$ cat config.mk
export PLATFORM = sky130hd
export DESIGN_NAME = decode_pipe_control_unit
export DESIGN_NICKNAME = d
export VERILOG_FILES = /design/src/rtl/decode_pipe_control_unit.sv
export SDC_FILE = /design/constraint.sdc
export NUM_CORES = 1
export LEC_CHECK = 0
export ABC_AREA = 1
export ABC_CLOCK_PERIOD_IN_PS = 2000
export CORE_MARGIN = 10
export CORE_UTILIZATION = 40
export DETAILED_ROUTE_END_ITERATION = 16
export PLACE_DENSITY = 0.73
export SLEW_MARGIN = 20
export SYNTH_ARGS = -nofsm -noshare
export SYNTH_HDL_FRONTEND = slang
export SYNTH_SLANG_ARGS = --single-unit
$ cat constraint.sdc
create_clock -name clk -period 2 [get_ports clk]
set_input_delay 0.3 -clock clk [delete_from_list [all_inputs] [get_ports clk]]
set_output_delay 0.3 -clock clk [all_outputs]
set_load 0.03 [all_outputs]
$ cat src/rtl/decode_pipe_control_unit.sv
// Pipelined instruction decoder: one instruction per cycle over valid/ready, registered control bundle,
// with load-use bubbles, post-jump squashing, execute flush, downstream stall and a sticky halt.
module decode_pipe_control_unit #(
    parameter int INSN_WIDTH  = 16,
    parameter int DATA_WIDTH  = 16,
    parameter int REG_WIDTH   = 3,
    parameter int FUNC_WIDTH  = 3,
    parameter int IMM_WIDTH   = 6,
    parameter int FLUSH_SLOTS = 1
) (
    input  logic                  clk,
    input  logic                  reset,
    input  logic [INSN_WIDTH-1:0] _instruction,
    input  logic                  _insnValid,
    output logic                  insnReady,
    input  logic                  _stall,
    input  logic                  _flush,
    input  logic                  _resume,
    output logic                  outValid,
    output logic                  halt,
    output logic                  branch,
    output logic                  jump,
    output logic                  relative,
    output logic [DATA_WIDTH-1:0] destBranchJump,
    output logic [REG_WIDTH-1:0]  regA,
    output logic [REG_WIDTH-1:0]  regB,
    output logic                  regWrite,
    output logic                  muxRI,
    output logic                  overflowWrite,
    output logic                  compareWrite,
    output logic [DATA_WIDTH-1:0] immediateValue,
    output logic [FUNC_WIDTH-1:0] funcCode,
    output logic                  memoryRead,
    output logic                  memoryWrite,
    output logic                  muxMA,
    output logic                  illegal
);

    // state   | meaning
    // RUN     | normal decode, one instruction per cycle
    // SQUASH  | consuming the shadow slots behind a registered JMP
    // HALTED  | HALT registered; waits for a resume pulse

    typedef enum logic [1:0] {
        ST_RUN    = 2'd0,
        ST_SQUASH = 2'd1,
        ST_HALTED = 2'd2
    } state_t;

    typedef struct packed {
        logic                  valid;
        logic                  branch;
        logic                  jump;
        logic                  relative;
        logic [DATA_WIDTH-1:0] dest;
        logic [REG_WIDTH-1:0]  reg_a;
        logic [REG_WIDTH-1:0]  reg_b;
        logic                  reg_write;
        logic                  mux_ri;
        logic                  overflow_write;
        logic                  compare_write;
        logic [DATA_WIDTH-1:0] imm_value;
        logic [FUNC_WIDTH-1:0] func_code;
        logic                  mem_read;
        logic                  mem_write;
        logic                  mux_ma;
        logic                  illegal;
    } bundle_t;

    localparam logic [3:0] OP_ALU  = 4'd0;
    localparam logic [3:0] OP_ADDI = 4'd1;
    localparam logic [3:0] OP_CMP  = 4'd2;
    localparam logic [3:0] OP_LD   = 4'd3;
    localparam logic [3:0] OP_ST   = 4'd4;
    localparam logic [3:0] OP_BR   = 4'd5;
    localparam logic [3:0] OP_JMP  = 4'd6;
    localparam logic [3:0] OP_HALT = 4'd7;

    localparam logic [2:0] SLOTS = 3'(FLUSH_SLOTS);

    state_t        state, state_next;
    logic [2:0]    squash_cnt, squash_cnt_next;
    bundle_t       bundle, bundle_next;
    bundle_t       decoded;

    logic [3:0]            opcode;
    logic [REG_WIDTH-1:0]  field_a;
    logic [REG_WIDTH-1:0]  field_b;
    logic [IMM_WIDTH-1:0]  field_imm;
    logic [DATA_WIDTH-1:0] imm_sext;
    logic                  bubble_needed;
    logic                  accept;

    assign opcode    = _instruction[INSN_WIDTH-1 -: 4];
    assign field_a   = _instruction[INSN_WIDTH-5 -: REG_WIDTH];
    assign field_b   = _instruction[INSN_WIDTH-5-REG_WIDTH -: REG_WIDTH];
    assign field_imm = _instruction[IMM_WIDTH-1:0];
    assign imm_sext  = {{(DATA_WIDTH-IMM_WIDTH){field_imm[IMM_WIDTH-1]}}, field_imm};

    // HALT decodes to an invalid NOP: the halt flag itself comes from the state.
    always_comb begin
        decoded = '0;
        if (opcode > OP_HALT) begin
            decoded.valid   = 1'b1;
            decoded.illegal = 1'b1;
        end else if (opcode != OP_HALT) begin
            decoded.valid     = 1'b1;
            decoded.reg_a     = field_a;
            decoded.reg_b     = field_b;
            decoded.imm_value = imm_sext;
            case (opcode)
                OP_ALU: begin
                    decoded.reg_write      = 1'b1;
                    decoded.overflow_write = 1'b1;
                    decoded.func_code      = _instruction[FUNC_WIDTH-1:0];
                end
                OP_ADDI: begin
                    decoded.reg_write      = 1'b1;
                    decoded.mux_ri         = 1'b1;
                    decoded.overflow_write = 1'b1;
                end
                OP_CMP: begin
                    decoded.compare_write = 1'b1;
                    decoded.func_code     = FUNC_WIDTH'(1);
                end
                OP_LD: begin
                    decoded.mem_read  = 1'b1;
                    decoded.reg_write = 1'b1;
                    decoded.mux_ri    = 1'b1;
                    decoded.mux_ma    = 1'b1;
                end
                OP_ST: begin
                    decoded.mem_write = 1'b1;
                    decoded.mux_ri    = 1'b1;
                end
                OP_BR: begin
                    decoded.branch   = 1'b1;
                    decoded.relative = 1'b1;
                    decoded.dest     = imm_sext;
                end
                OP_JMP: begin
                    decoded.jump = 1'b1;
                    decoded.dest = DATA_WIDTH'(field_imm);
                end
                default: ;
            endcase
        end
    end

    assign bubble_needed = bundle.valid && bundle.mem_read && (opcode <= OP_ST) &&
                           ((field_a == bundle.reg_a) || (field_b == bundle.reg_a));

    // Squash slots are still consumed through the handshake, so SQUASH keeps ready high.
    assign insnReady = (state != ST_HALTED) && !_stall && !_flush && !bubble_needed;
    assign accept    = _insnValid && insnReady;

    always_ff @(posedge clk or posedge reset) begin
        if (reset) begin
            state      <= ST_RUN;
            squash_cnt <= '0;
            bundle     <= '0;
        end else begin
            state      <= state_next;
            squash_cnt <= squash_cnt_next;
            bundle     <= bundle_next;
        end
    end

    always_comb begin
        state_next      = state;
        squash_cnt_next = squash_cnt;
        bundle_next     = bundle;
        if (_flush && state != ST_HALTED) begin
            state_next      = ST_RUN;
            squash_cnt_next = '0;
            bundle_next     = '0;
        end else if (state == ST_HALTED) begin
            if (_resume) state_next = ST_RUN;
        end else if (!_stall) begin
            bundle_next = '0;
            if (accept) begin
                if (state == ST_SQUASH) begin
                    // A squashed JMP does not restart the count; illegal still reports.
                    bundle_next.illegal = decoded.illegal;
                    squash_cnt_next     = squash_cnt - 3'd1;
                    if (squash_cnt == 3'd1) state_next = ST_RUN;
                end else begin
                    bundle_next = decoded;
                    if (opcode == OP_HALT) begin
                        state_next = ST_HALTED;
                    end else if (opcode == OP_JMP && SLOTS != 3'd0) begin
                        state_next      = ST_SQUASH;
                        squash_cnt_next = SLOTS;
                    end
                end
            end
        end
    end

    assign halt           = (state == ST_HALTED);
    assign outValid       = bundle.valid;
    assign branch         = bundle.branch;
    assign jump           = bundle.jump;
    assign relative       = bundle.relative;
    assign destBranchJump = bundle.dest;
    assign regA           = bundle.reg_a;
    assign regB           = bundle.reg_b;
    assign regWrite       = bundle.reg_write;
    assign muxRI          = bundle.mux_ri;
    assign overflowWrite  = bundle.overflow_write;
    assign compareWrite   = bundle.compare_write;
    assign immediateValue = bundle.imm_value;
    assign funcCode       = bundle.func_code;
    assign memoryRead     = bundle.mem_read;
    assign memoryWrite    = bundle.mem_write;
    assign muxMA          = bundle.mux_ma;
    assign illegal        = bundle.illegal;

endmodule

==> reports/qor.txt <==
Area growth from synthesis to layout - 40.5%
Gr busiest metal - met2
Synth area leaders - dfrtp_1 (44%), nand2_1 (14%), buf_4 (7.4%)
F_max - 529 MHz
Synth top cells by count - nand2_1 (80), dfrtp_1 (37), inv_1 (24)
Reported net switching power - 0.450 mW
Final cell count without fillers - 395
Register bit total from synthesis - 37
Sequential share of the synthesized area - 43.6%
Met1 GRT Util - 15.1%
Top Ports - 77
Post-synth top area share - 43.6%
Filler Cell Count - 508
Die area - 8630 sq um
Critical Path Slowest Stage Cell - clkdlybuf4s50_1
Worst vdd rail ir drop - 0.313 mV
Gr usage total - 13.4%
Sw frac - 26.4%
Site Rows - 26
Required @ worst endpoint - 1.70 ns
Total CTS buffers - 5
Final slew viol count - 0
Ant diodes - 0
Synth Net Count - 281
Hpwl dp - 4.47 mm
Routed WL per cell - 14.2 microns
Clk pin slew, worst setup/hold paths - 0.07 ns
Setup TNS - 0 ns
Clock buffer depth - 2
Proportion of layout cells with a drive suffix above 1 - 14.5%
Crit-path max FO - 12
Post-CTS setup buffers - 0
Slew of the pin with the lowest slew margin - 0.467 ns
Fin nets - 348
Remaining Overflow, GRT - 0
Post-CTS Resized - 0
Status - complete, no violations
Final hold vios - 0
Met2 GRT Util - 21.8%
H-tree levels - 2
Largest net degree at the start of global routing - 38
DRC - 0
Pwr dens - 571 nW/um^2
DRT Pass-1 Iters - 4
P_leak - 1.34 nW
Antenna violations before repair - 0
Seq pwr share - 45.4%
Via total after detailed routing - 1,880
Crit path arrival time - 1.59 ns
Hold_buf cts - 0
Placed insts - 387
Drt initial violations - 49
Clock tree root driver cell - clkbuf_8
Cell Int Power - 1.26 mW
Largest family of logic cells by synthesized area - simple AND/OR/NAND/NOR gates
Post-synthesis mux area share - 0%
Die extent in y - 92.9 microns
CTS Sinks - 37
Worst Skew - 0.00760 ns
EDFF count, synth - 0
Total of max-cap violations - 0
Die width - 92.9 microns
CP delay by family, top - buffers and inverters
Cells along the critical path - clkdlybuf4s50_1
Asr flop ratio synth - 100%
Hold WS - 0.401 ns
CORE AREA - 5140 sq um
Fin crit period - 1.89 ns
Worst Hold Class - in2async
First-pass GRT wire length - 9.20 mm
Total power - 1.70 mW
M3 GR Usage - 4.76%
Starting Density - 41.3%
Synth Area in Compound Gates - 14.1%
Cells after Synth - 257
Final wirelength - 5.61 mm
Max-Slew Margin vs Limit - 68.8%
Xor/xnor cell area share of the yosys netlist - 0.824%
Mapped Area - 2120 sq um
CTS tree - done
Most numerous cell in the Yosys netlist - nand2_1
Detail Route Antenna Nets - 0
GPL Wtd Cong - 0.832
CP peak stage delay - 0.76 ns
Cell variety after synth - 31
Crit start category - register
I/O Buffers - 76
Critical path endpoint category - output port
Synth Area in Adders - 1.18%
Syn Area/Cell - 8.27 sq um
Unrepaired setup endpoints after global routing - false
Synth Area in Simple Gates - 25.6%
Period Utilization, post-route - 94.5%
Combinational share of power - 17.0%
Primary FF master, synth - dfrtp_1
Final core utilization - 58.1%
Vias per Instance - 4.76
Area leader, netlist - dfrtp_1
Setup violations, final - 0
Yosys warns - 0
Vias in the first global route - 1,842
Worst skew pair latency - 0.29 ns
WS Path Type - reg2out
Worst path buffer plus inverter count - 1
Clock group share of total power - 37.6%
-- worst register-to-register path: stages, from the launching register on --
cell	delay, ns
dfrtp_1	0.39
inv_2	0.08
nor2_4	0.06
inv_1	0.36
nand2_1	0.18
nand2_2	0.13
nand2_1	0.08
nand2_1	0.07
nand2_1	0.05
-- cell usage in the layout (no fill, tap or decap), drive strengths merged --
master	n
inv	29
buf	13
o211ai	7
nand2	85
a21boi	1
bufinv	1
clkbuf	6
o21ai	30
nor3	2
nor4	1
ha	2
dfrtp	37
clkdlybuf4s50	75
nand3	18
a21oi	3
o31ai	1
nand4	2
clkinv	1
xnor2	2
a31oi	1
nor2	8
-- per-stage QoR --
| step | area (sq um) | setup slack [ns] |
|---|---|---|
| final | 2980 | 0.111 |
| after global routing | 2980 | 0.0282 |
| after CTS | 2980 | 0.0890 |
| after detailed placement | 2870 | 0.108 |
| after global placement | 2870 | 0.121 |
| after floorplan | 2120 | 0.0831 |
-- per-layer routing --
| metal | share of wire [%] | up-vias | routed length, microns |
|---|---|---|---|
| li1 | - | 942 | - |
| met1 | 42 | 866 | 2330 |
| met2 | 48 | 64 | 2710 |
| met3 | 8.2 | 8 | 462 |
| met4 | 2.0 | 0 | 110 |
| met5 | 0 | - | 0 |
-- path summary, 6_finish.rpt --
kind                            slack [ns]                           start  cells past startpoint                        endpoint
worst max-delay path                  0.11  immediateValue[14]$_DFFE_PP0P_                      1              immediateValue[10]
worst min-delay path                  0.40                           reset                      3  destBranchJump[14]$_DFFE_PP0P_
worst max register to register        0.50            state[0]$_DFFE_PP0P_                      8       squash_cnt[2]$_DFFE_PP0P_
worst min register to register        0.49             regB[2]$_DFFE_PP0P_                      2             regB[2]$_DFFE_PP0P_
max in group asynchronous             1.26                           reset                      3   destBranchJump[5]$_DFFE_PP0P_
min in group clk                      0.49             regB[2]$_DFFE_PP0P_                      2             regB[2]$_DFFE_PP0P_
-- cell type report --
cell class              count  area [sq um]  share of cell area (%)
flip-flops and latches     37           926                    31.0
multi-input cells         163           885                    29.6
repair buffers             88           861                    28.8
inverters                  29           114                    3.82
well taps                  70          87.6                    2.94
clock buffers               6          72.6                    2.43
clock inverters             2          38.8                    1.30
-- power by group through the flow --
stage          Clock (mW)  Combinational (mW)  Sequential (mW)
2_1_floorplan           0               0.138            0.810
3_3_place_gp            0               0.289            0.788
3_5_place_dp            0               0.293            0.788
4_1_cts             0.660               0.294            0.774
5_1_grt             0.694               0.316            0.776
6_report            0.641               0.290            0.774
-- sequential cells by signal (all words and copies together) (netlist names) --
signal / count
branch: 1
outValid: 1
destBranchJump: 7
memoryRead: 1
muxRI: 1
immediateValue: 6
squash_cnt: 3
memoryWrite: 1
illegal: 1
regA: 3
state: 2
regB: 3
regWrite: 1
funcCode: 3
jump: 1
compareWrite: 1
overflowWrite: 1
-- kinds of logic after synthesis --
family / after synthesis
buf+inv: 57
xor+xnor: 2
compound gates: 43
flops: 37
fa+ha+maj: 2
simple gates: 116
(Power assumes the default switching activity.)
